`config.mk`:
```
export PLATFORM = sky130hd
export DESIGN_NAME = uart_rx_fifo_flat
export DESIGN_NICKNAME = d
export VERILOG_FILES = /design/src/rtl/uart_rx_fifo_if.sv /design/src/rtl/uart_rx_fifo.sv /design/src/flat_wrapper.sv
export SDC_FILE = /design/constraint.sdc
export NUM_CORES = 1
export LEC_CHECK = 0
export CAP_MARGIN = 10
export CORE_MARGIN = 2
export CORE_UTILIZATION = 50
export DETAILED_ROUTE_END_ITERATION = 10
export PLACE_DENSITY = 0.73
export SETUP_SLACK_MARGIN = 0.15
export SYNTH_ARGS = -nofsm -noshare
export SYNTH_HDL_FRONTEND = slang
export SYNTH_SLANG_ARGS = --single-unit
```
`constraint.sdc`:
```
create_clock -name clk -period 3.4 [get_ports clk]
set_input_delay 0.68 -clock clk [delete_from_list [all_inputs] [get_ports clk]]
set_output_delay 0.68 -clock clk [all_outputs]
set_load 0.02 [all_outputs]
```
`src/rtl/uart_rx_fifo_if.sv`:
```
// MMIO bus and receiver strobe bundle for the UART receive FIFO.
// The master side is the UART receiver plus the CPU bus; the slave side is the FIFO.
interface uart_rx_fifo_if;
  logic        rxnew;
  logic [7:0]  rxdata;
  logic [2:0]  a;
  logic [31:0] d;
  logic        we;
  logic [31:0] spo;
  logic        irq;

  modport master (
    output rxnew, rxdata, a, d, we,
    input  spo, irq
  );

  modport slave (
    input  rxnew, rxdata, a, d, we,
    output spo, irq
  );
endinterface

```
`src/rtl/uart_rx_fifo.sv`:
```
// Receive FIFO behind the UART receiver: captures every rxnew byte, exposes it on the
// byte-lane MMIO bus and raises a level interrupt at a programmable fill threshold.
module uart_rx_fifo #(
  parameter int DEPTH_LOG2 = 4
) (
  input logic          clk,
  input logic          rst_n,
  uart_rx_fifo_if.slave bus
);

  localparam int DEPTH = 1 << DEPTH_LOG2;
  localparam int CW    = DEPTH_LOG2 + 1;

  localparam logic [DEPTH_LOG2-1:0] PTR_ONE = DEPTH_LOG2'(1);
  localparam logic [CW-1:0]         CNT_ONE = CW'(1);
  localparam logic [CW-1:0]         CNT_MAX = CW'(DEPTH);

  typedef enum logic [2:0] {
    A_DATA   = 3'd0,
    A_STATUS = 3'd1,
    A_COUNT  = 3'd2,
    A_CTRL   = 3'd3,
    A_THRESH = 3'd4
  } addr_e;

  logic [7:0]            mem [DEPTH];
  logic [DEPTH_LOG2-1:0] wr_ptr, rd_ptr;
  logic [CW-1:0]         count, thresh;
  logic                  ovf, irq_q;

  logic full, empty, pop, flush, clr_ovf, thresh_we, wr_en, ovf_set;
  logic unused_d;

  assign unused_d = ^bus.d[23:0];

  // NOTE: every signal assigned in always_comb gets a value on every path, so no latch is inferred.
  always_comb begin
    full      = (count == CNT_MAX);
    empty     = (count == '0);
    pop       = bus.we && (bus.a == A_STATUS) && !empty;
    flush     = bus.we && (bus.a == A_CTRL) && bus.d[25];
    clr_ovf   = bus.we && (bus.a == A_CTRL) && bus.d[24];
    thresh_we = bus.we && (bus.a == A_THRESH);
    // A flush frees the whole buffer, so a push in the same cycle is always accepted.
    wr_en     = bus.rxnew && (flush || !full || pop);
    ovf_set   = bus.rxnew && full && !pop && !flush;
  end

  // NOTE: storage is deliberately not reset; count/pointers alone define which entries are valid.
  always_ff @(posedge clk) begin
    if (wr_en) mem[wr_ptr] <= bus.rxdata;
  end

  // NOTE: sequential state uses non-blocking assignments so all updates see pre-edge values.
  always_ff @(posedge clk or negedge rst_n) begin
    if (!rst_n) begin
      wr_ptr <= '0;
      rd_ptr <= '0;
      count  <= '0;
      ovf    <= 1'b0;
      thresh <= CNT_ONE;
      irq_q  <= 1'b0;
    end else begin
      if (wr_en) wr_ptr <= wr_ptr + PTR_ONE;

      if (flush) begin
        rd_ptr <= wr_ptr;
        count  <= wr_en ? CNT_ONE : '0;
      end else begin
        if (pop) rd_ptr <= rd_ptr + PTR_ONE;
        if (wr_en && !pop)      count <= count + CNT_ONE;
        else if (pop && !wr_en) count <= count - CNT_ONE;
      end

      // A new overflow in the same cycle as a clear must not be lost.
      if (ovf_set)      ovf <= 1'b1;
      else if (clr_ovf) ovf <= 1'b0;

      if (thresh_we) thresh <= CW'(bus.d[31:24]);

      irq_q <= (thresh != '0) && (count >= thresh);
    end
  end

  always_comb begin
    bus.spo = '0;
    case (bus.a)
      A_DATA:   if (!empty) bus.spo[31:24] = mem[rd_ptr];
      A_STATUS: bus.spo[24] = !empty;
      A_COUNT:  bus.spo[31:24] = 8'(count);
      A_CTRL: begin
        bus.spo[24] = ovf;
        bus.spo[25] = full;
      end
      A_THRESH: bus.spo[31:24] = 8'(thresh);
      default:  bus.spo = '0;
    endcase
  end

  assign bus.irq = irq_q;

endmodule

```
`src/flat_wrapper.sv`:
```
// flat-port wrapper written by rule: the top's interface ports become plain ports
module uart_rx_fifo_flat 
#(
  parameter int DEPTH_LOG2 = 4
)
  (clk, rst_n, bus_rxnew, bus_rxdata, bus_a, bus_d, bus_we, bus_spo, bus_irq);
  uart_rx_fifo_if bus_i ();
  input logic clk;
  input logic rst_n;
  input wire logic [$bits(bus_i.rxnew)-1:0] bus_rxnew;
  input wire logic [$bits(bus_i.rxdata)-1:0] bus_rxdata;
  input wire logic [$bits(bus_i.a)-1:0] bus_a;
  input wire logic [$bits(bus_i.d)-1:0] bus_d;
  input wire logic [$bits(bus_i.we)-1:0] bus_we;
  output wire logic [$bits(bus_i.spo)-1:0] bus_spo;
  output wire logic [$bits(bus_i.irq)-1:0] bus_irq;
  assign bus_i.rxnew = bus_rxnew;
  assign bus_i.rxdata = bus_rxdata;
  assign bus_i.a = bus_a;
  assign bus_i.d = bus_d;
  assign bus_i.we = bus_we;
  assign bus_spo = bus_i.spo;
  assign bus_irq = bus_i.irq;
  uart_rx_fifo #(.DEPTH_LOG2(DEPTH_LOG2)) u_core (.clk(clk), .rst_n(rst_n), .bus(bus_i));
endmodule
```
==> summary.txt, run 1 <==
Share of post-route cells with drive strength above 1: 21.5%
Cts bufs inserted: 17
Register area: 0.00435 mm²
First-pass GRT wire length: 20,400 µm
IO buf count: 28
Max VDD drop: 0.456 mV
Synth cell types: 47
Hold Buf Count CTS: 0
H-tree depth: 4
Final #Nets: 528
Critical path endpoint category: primary output
Leak: 0.00283 µW
Via density: 5.56
I/O pins: 80
Dpl cell area: 0.00715 mm²
Comb power frac: 31.4%
Final Max Tran Viols: 0
Status: complete, no violations
Minimum clock period: 3.16 ns
Placer congestion estimate: 0.840
Yosys reg bits: 148
CTS sink cnt: 148
Clock Latency Late Sink: 0.42 ns
Gr usage total: 19.9%
Die width: 118 µm
Critical Path Fanout Max: 6
Worst hold slack: 0.525 ns
Initial Util: 51.5%
Worst EP arrival: 2.48 ns
Yosys warns: 0
Final Skew: 0.0121 ns
Die Y: 118 µm
Type of the worst setup path: in -> out
Max Freq: 317 MHz
Sw frac: 30.5%
Total negative slack: 0 ns
WL per Instance: 20.0 µm
Tot Pwr: 6010 µW
Sequential power share: 40.2%
Routed Antenna Nets: 0
Clock power share: 28.4%
Rows: 41
Endpoints failing setup: 0
FF-to-FF setup slack: 0.50 ns
Power Internal: 4180 µW
Most common cell after layout, fill and taps aside: edfxtp_1
Dpl hpwl: 8470 µm
Largest net degree at the start of global routing: 33
RSZ-0062 raised after global routing: no
First-pass iteration count of the detailed router: 4
Vias in the first global route: 3,693
Worst Hold Class: reg -> reg
Area occupied by multi-input gates: 0.00198 mm²
Syn Std Cell Area: 0.00655 mm²
CTS tree: yes
Initial antenna violation count: 0
CTS Buffer Depth: 2
Root buffer cell: clkbuf_16
Mapped Cells: 394
Vias: 3,616
Sequential share of the synthesized area: 66.4%
Max-Cap Viols: 0
Net switching power: 1830 µW
Period utilization: 92.8%
Syn Area/Cell: 16.6 µm²
Critical Path RT: 2.72 ns
Worst-margin pin slew: 0.942 ns
Drt total wl: 13,000 µm
DR DRC count: 0
Die footprint: 0.0140 mm²
Final number of hold-violating endpoints: 0
CORE AREA: 0.0127 mm²
DRT iter0 DRCs: 271
CP startpoint kind: primary input
Final global-route overflow total: 0
Fillers: 959
Area grow syn2layout: 18.2%
Rel. slew slack: 37.0%
Clock transition at path regs: 0.06 ns
Most frequent cells in the layout: edfxtp_1, buf_4, nor2_1
Final Cell Area: 0.00774 mm²
Pwr dens: 777 mW/mm²
Diodes inserted: 0
## Yosys cell counts, drive strengths merged
cell | n | area share (%)
a2111o | 1 | 0.17
a21boi | 1 | 0.17
a21o | 1 | 0.11
a21oi | 9 | 0.69
a22o | 1 | 0.13
a22oi | 5 | 0.57
a2bb2oi | 1 | 0.13
a31oi | 1 | 0.096
and2 | 2 | 0.19
and3 | 2 | 0.19
and3b | 1 | 0.13
buf | 38 | 4.2
clkbuf | 3 | 0.17
conb | 1 | 0.057
dfrtp | 19 | 7.3
dfstp | 1 | 0.40
edfxtp | 128 | 59
fa | 1 | 0.31
ha | 15 | 2.9
inv | 11 | 0.63
mux2 | 1 | 0.17
mux2i | 18 | 2.8
mux4 | 32 | 12
nand2 | 18 | 1.1
nand2b | 3 | 0.29
nand3 | 7 | 0.54
nand4 | 1 | 0.096
nor2 | 26 | 1.5
nor2b | 3 | 0.29
nor3 | 4 | 0.31
nor4 | 1 | 0.32
o21a | 1 | 0.11
o21ai | 16 | 1.2
o221ai | 2 | 0.27
o22a | 4 | 0.54
o22ai | 4 | 0.38
or3 | 1 | 0.096
or4 | 1 | 0.11
xnor2 | 7 | 0.94
xor2 | 2 | 0.27
## layout make-up
type / instances / share of cell area [%]
flip-flops and latches: 148 / 56.2
repair buffers: 70 / 7.93
inverters: 11 / 0.533
well taps: 172 / 2.78
multi-input cells: 217 / 25.6
clock inverters: 13 / 1.41
clock buffers: 19 / 5.59
## timing repair
| item | in CTS | in global routing |
|---|---|---|
| setup buffers | 3 | 0 |
| endpoints found under the setup margin | 8 | 2 |
| gates resized for setup | 12 | 2 |
## power groups by stage
stage               Clock [µW]  Sequential (µW)  Combinational (µW)
finish                    1710             2420                1890
global route              1820             2450                2060
CTS                       1740             2420                1910
detailed placement           0             2470                1810
global placement             0             2460                1760
floorplan                    0             2390                1330
## path summary, 6_finish.rpt
check                           startpoint               end  cells past startpoint
max                               bus_a[1]       bus_spo[25]                      6
min                             u_core.ovf        u_core.ovf                      1
max reg2reg                u_core.count[0]   u_core.count[4]                     11
min reg2reg                     u_core.ovf        u_core.ovf                      1
max in group asynchronous            rst_n  u_core.rd_ptr[0]                      1
min in group asynchronous            rst_n   u_core.count[2]                      1
## logic make-up after synthesis
| kind of cell | Yosys count | share of synthesized area, % |
|---|---|---|
| compound gates | 47 | 4.61 |
| xor+xnor | 9 | 1.20 |
| fa+ha+maj | 16 | 3.17 |
| buf+inv | 52 | 4.99 |
| flops | 148 | 66.4 |
| mux | 51 | 14.4 |
| other cells | 1 | 0.0573 |
| simple gates | 70 | 5.16 |
## worst max-delay path: stages
cell	delay (ns)
clkdlybuf4s50_1	0.61
nor2_1	0.11
and2_1	0.18
a22oi_1	0.32
o221ai_1	0.21
dlygate4sd2_1	0.36
## per-layer routing
layer  routed length [µm]  GRT usage, %
met1                 5150          24.2
met2                 6700          32.6
met3                  850          6.81
met4                  315          8.26
met5                    0             0
## metrics by stage
| stage | instances | setup WS, ns | utilization, % |
|---|---|---|---|
| 6_report | 650 | 0.245 | 60.9 |
| 5_1_grt | 650 | 0.163 | 60.9 |
| 4_1_cts | 650 | 0.0516 | 60.8 |
| 3_5_place_dp | 615 | -0.0388 | 56.2 |
| 3_3_place_gp | 615 | 0.0445 | 56.2 |
| 2_1_floorplan | 417 | 0.421 | - |
## flip-flops by register name, indices dropped and copies added, names as in the netlist
name / flops
u_core.wr_ptr: 4
u_core.ovf: 1
u_core.rd_ptr: 4
u_core.count: 5
u_core.thresh: 5
u_core.bus.irq: 1
u_core.mem: 128
No activity file was read; power rests on OpenSTA's default activity.
==> run 2: changes to the inputs <==
- CORE_ASPECT_RATIO: default -> 0.7
==> run 2 against run 1 <==
  * Count of clock-buffer cells in the layout is 1 lower
  * Routed wire length grew 2.1%
  * Combinational power about the same
  * Cell area rose by 0.94%
  * Power rose by 4.3%
  * Global-route usage is 0.39 points higher
  * Register-to-register slack improved by 0.10 ns
  * Critical path depth is the same
  * First-iteration DRC count is 16% higher
==> summary.txt, run 2 (same netlist as run 1, synthesis figures left out) <==
CP startpoint kind: primary input (unchanged)
Power Internal: 4380 µW (was 4180 µW)
Clock Latency Late Sink: 0.42 ns (about the same)
Sequential power share: 38.3% (was 40.2%)
CTS sink cnt: 148 (unchanged)
Final global-route overflow total: 0 (unchanged)
FF-to-FF setup slack: 0.60 ns (was 0.50 ns)
CTS tree: yes (unchanged)
Final #Nets: 526 (was 528)
Crit path to: bus_spo[30] (was bus_spo[25])
Most common cell after layout, fill and taps aside: edfxtp_1 (unchanged)
Rows: 34 (was 41)
Die width: 141 µm (was 118 µm)
Top reg by flops: u_core.mem (unchanged)
Dpl hpwl: 8910 µm (was 8470 µm)
Comb power frac: 29.7% (was 31.4%)
Drt total wl: 13,300 µm (was 13,000 µm)
CORE AREA: 0.0126 mm² (was 0.0127 mm²)
Tot Pwr: 6270 µW (was 6010 µW)
Cts bufs inserted: 17 (unchanged)
DRT iter0 DRCs: 315 (was 271)
Worst r2r src: u_core.count[2] (was u_core.count[0])
Routed Antenna Nets: 0 (unchanged)
Final Max Tran Viols: 0 (unchanged)
Period utilization: 96.9% (was 92.8%)
IO buf count: 28 (unchanged)
First-pass iteration count of the detailed router: 5 (was 4)
Critical Path RT: 2.72 ns (about the same)
Type of the worst setup path: in -> out (unchanged)
H-tree depth: 4 (unchanged)
Final number of hold-violating endpoints: 0 (unchanged)
Max VDD drop: 0.368 mV (was 0.456 mV)
Final Skew: 0.0114 ns (was 0.0121 ns)
Initial Util: 52.0% (was 51.5%)
Worst-margin pin slew: 1.00 ns (was 0.942 ns)
RSZ-0062 raised after global routing: yes (was no)
Vias: 3,656 (was 3,616)
Clock power share: 31.9% (was 28.4%)
Root buffer cell: clkbuf_16 (unchanged)
Initial antenna violation count: 0 (unchanged)
# Post-CTS Setup Buffers: 0 (was 3)
Hold path start: u_core.ovf (unchanged)
Total negative slack: 0 ns (unchanged)
Endpoints failing setup: 0 (unchanged)
Largest register FFs: 128 (unchanged)
Area grow syn2layout: 19.4% (was 18.2%)
Final core occ: 62.1% (was 60.9%)
Critical Path Fanout Max: 6 (unchanged)
WL per Instance: 20.8 µm (was 20.0 µm)
Die footprint: 0.0140 mm² (about the same)
Diodes inserted: 0 (unchanged)
Status: complete, no violations (unchanged)
Share of post-route cells with drive strength above 1: 22.3% (was 21.5%)
I/O pins: 80 (unchanged)
Placer congestion estimate: 0.951 (was 0.840)
Max-Cap Viols: 0 (unchanged)
Max Freq: 304 MHz (was 317 MHz)
Most frequent cells in the layout: edfxtp_1, buf_4, nor2_1 (unchanged)
First-pass GRT wire length: 20,700 µm (was 20,400 µm)
Net switching power: 1890 µW (was 1830 µW)
Rel. slew slack: 32.9% (was 37.0%)
Biggest regs: u_core.mem (128), u_core.count (5), u_core.thresh (5) (unchanged)
Leak: 0.00288 µW (was 0.00283 µW)
Via density: 5.73 (was 5.56)
Crit path from: bus_a[1] (unchanged)
Worst-case reg-to-reg path depth: 10 (was 11)
Pwr dens: 802 mW/mm² (was 777 mW/mm²)
Hold Buf Count CTS: 0 (unchanged)
Critical path endpoint category: primary output (unchanged)
DR DRC count: 0 (unchanged)
Gr usage total: 20.3% (was 19.9%)
Worst EP arrival: 2.61 ns (was 2.48 ns)
Worst Hold Class: reg -> reg (unchanged)
Vias in the first global route: 3,592 (was 3,693)
CTS Buffer Depth: 2 (unchanged)
Sw frac: 30.1% (was 30.5%)
Dpl ws: 0.00511 ns (was -0.0388 ns)
Minimum clock period: 3.29 ns (was 3.16 ns)
Largest net degree at the start of global routing: 25 (was 33)
Capturing point of the worst reg2reg path: u_core.count[4] (unchanged)
Die Y: 99.7 µm (was 118 µm)
Clock transition at path regs: 0.06 ns (about the same)
Worst hold slack: 0.537 ns (was 0.525 ns)
Final WS setup: 0.107 ns (was 0.245 ns)
==> run 2: cell types whose count changed in the layout (fill, tap and decap cells not counted), sizes merged <==
cell,delta
buf,-2
dlymetal6s2s,+1
clkdlybuf4s50,+1
bufinv,+3
clkinv,-2
clkbuf,-1
dlygate4sd2,-2
==> run 2: worst min-delay path by stage <==
stage                     slack [ns]             end  cells after the start
after floorplan                 0.38  u_core.bus.irq                      0
after global placement          0.49      u_core.ovf                      1
after detailed placement        0.51      u_core.ovf                      1
after CTS                       0.53      u_core.ovf                      1
after global routing            0.54      u_core.ovf                      1
final                           0.54      u_core.ovf                      1
==> run 2: what timing repair did <==
item | in CTS | in global routing
resized for setup | 8 | 6
endpoints found under the setup margin | 8 | 5
pin swaps | 0 | 1
==> run 2: metal layers <==
metal	track usage, %	wire length (µm)
met1	31.7	6370
met2	27.9	5830
met3	5.97	945
met4	5.15	141
met5	0	0
==> run 2: power by group through the flow <==
stage	clock (µW)	combinational [µW]	sequential [µW]
floorplan	0	1330	2390
finish	2000	1870	2400
global placement	0	1790	2420
global route	2100	2040	2430
detailed placement	0	1840	2430
CTS	2020	1860	2400
==> run 2: through the flow <==
| step | cell area (µm²) | cells |
|---|---|---|
| 3_3_place_gp | 7150 | 606 |
| 6_report | 7820 | 638 |
| 4_1_cts | 7790 | 638 |
| 2_1_floorplan | 6630 | 417 |
| 3_5_place_dp | 7150 | 606 |
| 5_1_grt | 7820 | 638 |
==> run 2: cell type report <==
class                      count  area [µm²]
tap                          162         203
fill                         896        4780
multi-input combinational    217        1980
clock inverter                14         201
timing repair buffer          68         604
sequential                   148        4350
clock buffer                  18         439
inverter                      11        41.3
==> run 2: worst max-delay path, stage by stage <==
cell and delay (ns):
clkdlybuf4s50_1 0.50, a21oi_1 0.25, nand3_2 0.20, buf_4 0.20, o22ai_1 0.16, clkdlybuf4s50_1 0.62
==> run 3: changes to the inputs <==
- CORE_UTILIZATION: 50 -> 56
- PLACE_DENSITY: 0.73 -> 0.8
==> run 3 against run 2 <==
  * Utilization up 7.6 points
  * Cell area about the same
  * Power down 2.3%
  * Final cell count up 0.47%
  * Global-route usage up 2.5 points
  * Non-clock buffer count up 12
  * Clock skew up 0.0014 ns
  * Worst setup slack better by 0.12 ns
  * Combinational power up 2%
  * Critical path type is now reg -> out
  * Highest routed layer unchanged
==> summary.txt, run 3 (same netlist as run 1, synthesis figures left out) <==
Status: complete, no violations (unchanged)
CTS sink cnt: 148 (unchanged)
Final global-route overflow total: 0 (unchanged)
Fillers: 710 (was 896)
Rel. slew slack: 34.5% (was 32.9%)
Dpl hpwl: 8780 µm (was 8910 µm)
Worst-margin pin slew: 0.980 ns (was 1.00 ns)
CORE AREA: 0.0112 mm² (was 0.0126 mm²)
Leak: 0.00288 µW (about the same)
Cell Chain, Critical Path: buf_4 > buf_4 > mux4_2 > mux2i_1 > o22a_1 > o21ai_0 > dlygate4sd2_1 (was clkdlybuf4s50_1 > a21oi_1 > nand3_2 > buf_4 > o22ai_1 > clkdlybuf4s50_1)
Final #Nets: 538 (was 526)
Dpl cell area: 0.00716 mm² (was 0.00715 mm²)
Final Cell Area: 0.00781 mm² (was 0.00782 mm²)
FF-to-FF setup slack: 0.60 ns (about the same)
Vias: 3,667 (was 3,656)
First-pass iteration count of the detailed router: 5 (unchanged)
CP startpoint kind: flop (was primary input)
Via density: 5.72 (was 5.73)
CTS tree: yes (unchanged)
Max-Cap Viols: 0 (unchanged)
Crit-path slowest cell: dfrtp_4 (was clkdlybuf4s50_1)
Most frequent CP cell: buf_4 (was clkdlybuf4s50_1)
Share of post-route cells with drive strength above 1: 23.6% (was 22.3%)
Most common cell after layout, fill and taps aside: edfxtp_1 (unchanged)
CTS Buffer Depth: 2 (unchanged)
DRT iter0 DRCs: 275 (was 315)
Area occupied by multi-input gates: 0.00197 mm² (was 0.00198 mm²)
Max VDD drop: 0.534 mV (was 0.368 mV)
Root buffer cell: clkbuf_16 (unchanged)
Largest register FFs: 128 (unchanged)
Biggest regs: u_core.mem (128), u_core.count (5), u_core.thresh (5) (unchanged)
Area grow syn2layout: 19.3% (was 19.4%)
DR DRC count: 0 (unchanged)
Drt total wl: 13,300 µm (about the same)
Clock transition at path regs: 0.06 ns (about the same)
Worst r2r src: u_core.count[2] (unchanged)
Die Y: 94.5 µm (was 99.7 µm)
Most frequent cells in the layout: edfxtp_1, buf_4, nor2_1 (unchanged)
Critical path endpoint category: primary output (unchanged)
WL per Instance: 20.7 µm (was 20.8 µm)
Placed Instances: 601 (was 606)
Non-filler cells in the finished layout: 641 (was 638)
Routed Antenna Nets: 0 (unchanged)
Clock Latency Late Sink: 0.43 ns (was 0.42 ns)
IO buf count: 28 (unchanged)
First-pass GRT wire length: 20,400 µm (was 20,700 µm)
Worst-case reg-to-reg path depth: 11 (was 10)
Initial antenna violation count: 0 (unchanged)
Register area: 0.00435 mm² (about the same)
Critical Path Fanout Max: 7 (was 6)
Capturing point of the worst reg2reg path: u_core.count[4] (unchanged)
Die width: 133 µm (was 141 µm)
Period utilization: 93.3% (was 96.9%)
Final Skew: 0.0128 ns (was 0.0114 ns)
Rows: 32 (was 34)
Hold Buf Count CTS: 0 (unchanged)
Initial Util: 58.4% (was 52.0%)
Max Freq: 315 MHz (was 304 MHz)
Cts bufs inserted: 17 (unchanged)
Placer congestion estimate: 0.849 (was 0.951)
Type of the worst setup path: reg -> out (was in -> out)
Endpoints failing setup: 0 (unchanged)
Top reg by flops: u_core.mem (unchanged)
Crit path to: bus_spo[27] (was bus_spo[30])
I/O pins: 80 (unchanged)
RSZ-0062 raised after global routing: yes (unchanged)
Largest net degree at the start of global routing: 23 (was 25)
Die footprint: 0.0126 mm² (was 0.0140 mm²)
Tot Pwr: 6130 µW (was 6270 µW)
Crit path max-delay family: multiplexers (was buffers and inverters)
Minimum clock period: 3.17 ns (was 3.29 ns)
Crit path from: u_core.rd_ptr[0] (was bus_a[1])
Worst Hold Class: reg -> reg (unchanged)
Crit path depth: 7 (was 6)
Vias in the first global route: 3,622 (was 3,592)
Worst EP arrival: 2.49 ns (was 2.61 ns)
Final core occ: 69.7% (was 62.1%)
Gr usage total: 22.8% (was 20.3%)
Final number of hold-violating endpoints: 0 (unchanged)
H-tree depth: 4 (unchanged)
Critical Path RT: 2.72 ns (about the same)
Pwr dens: 784 mW/mm² (was 802 mW/mm²)
Total negative slack: 0 ns (unchanged)
Diodes inserted: 0 (unchanged)
Max incr delay on CP: 0.53 ns (was 0.62 ns)
Final Max Tran Viols: 0 (unchanged)
WP buf/inv: 3 (unchanged)
[run 3: cell types whose count changed in the layout (fill, tap and decap cells not counted), moves of 2 or more]
cell,previous run,this run
buf_4,38,50
clkinv_2,1,4
inv_6,3,0
bufinv_16,4,2
clkbuf_1,0,2
dlygate4sd2_1,5,7
dlymetal6s2s_1,2,0
[run 3: worst min-delay path by stage]
stage / startpoint / to / slack [ns] / cells after the start
after floorplan: rst_n / u_core.bus.irq / 0.38 / 0
after global placement: u_core.ovf / u_core.ovf / 0.49 / 1
after detailed placement: u_core.ovf / u_core.ovf / 0.49 / 1
after CTS: u_core.ovf / u_core.ovf / 0.51 / 1
after global routing: u_core.ovf / u_core.ovf / 0.55 / 1
final: u_core.ovf / u_core.ovf / 0.52 / 1
[run 3: metal layers]
layer | part of all wire [%] | GRT usage (%) | up-vias
li1 | - | - | 1643
met4 | 1.2 | 6.12 | 0
met5 | 0 | 0 | -
met1 | 45 | 32.5 | 1870
met2 | 47 | 34.9 | 140
met3 | 6.9 | 6.76 | 14
[run 3: area by class of cell]
cell class                 count  area share (%)
clock buffer                  19            5.54
inverter                      11           0.528
sequential                   148            55.7
tap                          153            2.45
clock inverter                13            1.76
timing repair buffer          80            8.79
multi-input combinational    217            25.3
[run 3: what timing repair did]
item	CTS	global route
resized for setup	10	3
pin swaps	1	0
endpoints found under the setup margin	8	3
cloned	0	0
setup buffers	5	3
endpoints found under the hold margin	0	0
[run 3: power breakdown]
part           switching, µW  leakage, µW  internal (µW)
clock network            720     0.000273           1080
registers                177      0.00139           2240
logic                    959      0.00121            955
total                   1860      0.00288           4270
[run 3: stage by stage]
stage                     hold WS, ns  setup WS, ns
after detailed placement        0.493       -0.0415
after global placement          0.489       -0.0162
after global routing            0.550         0.124
after CTS                       0.509         0.154
final                           0.516         0.227
after floorplan                 0.384         0.421
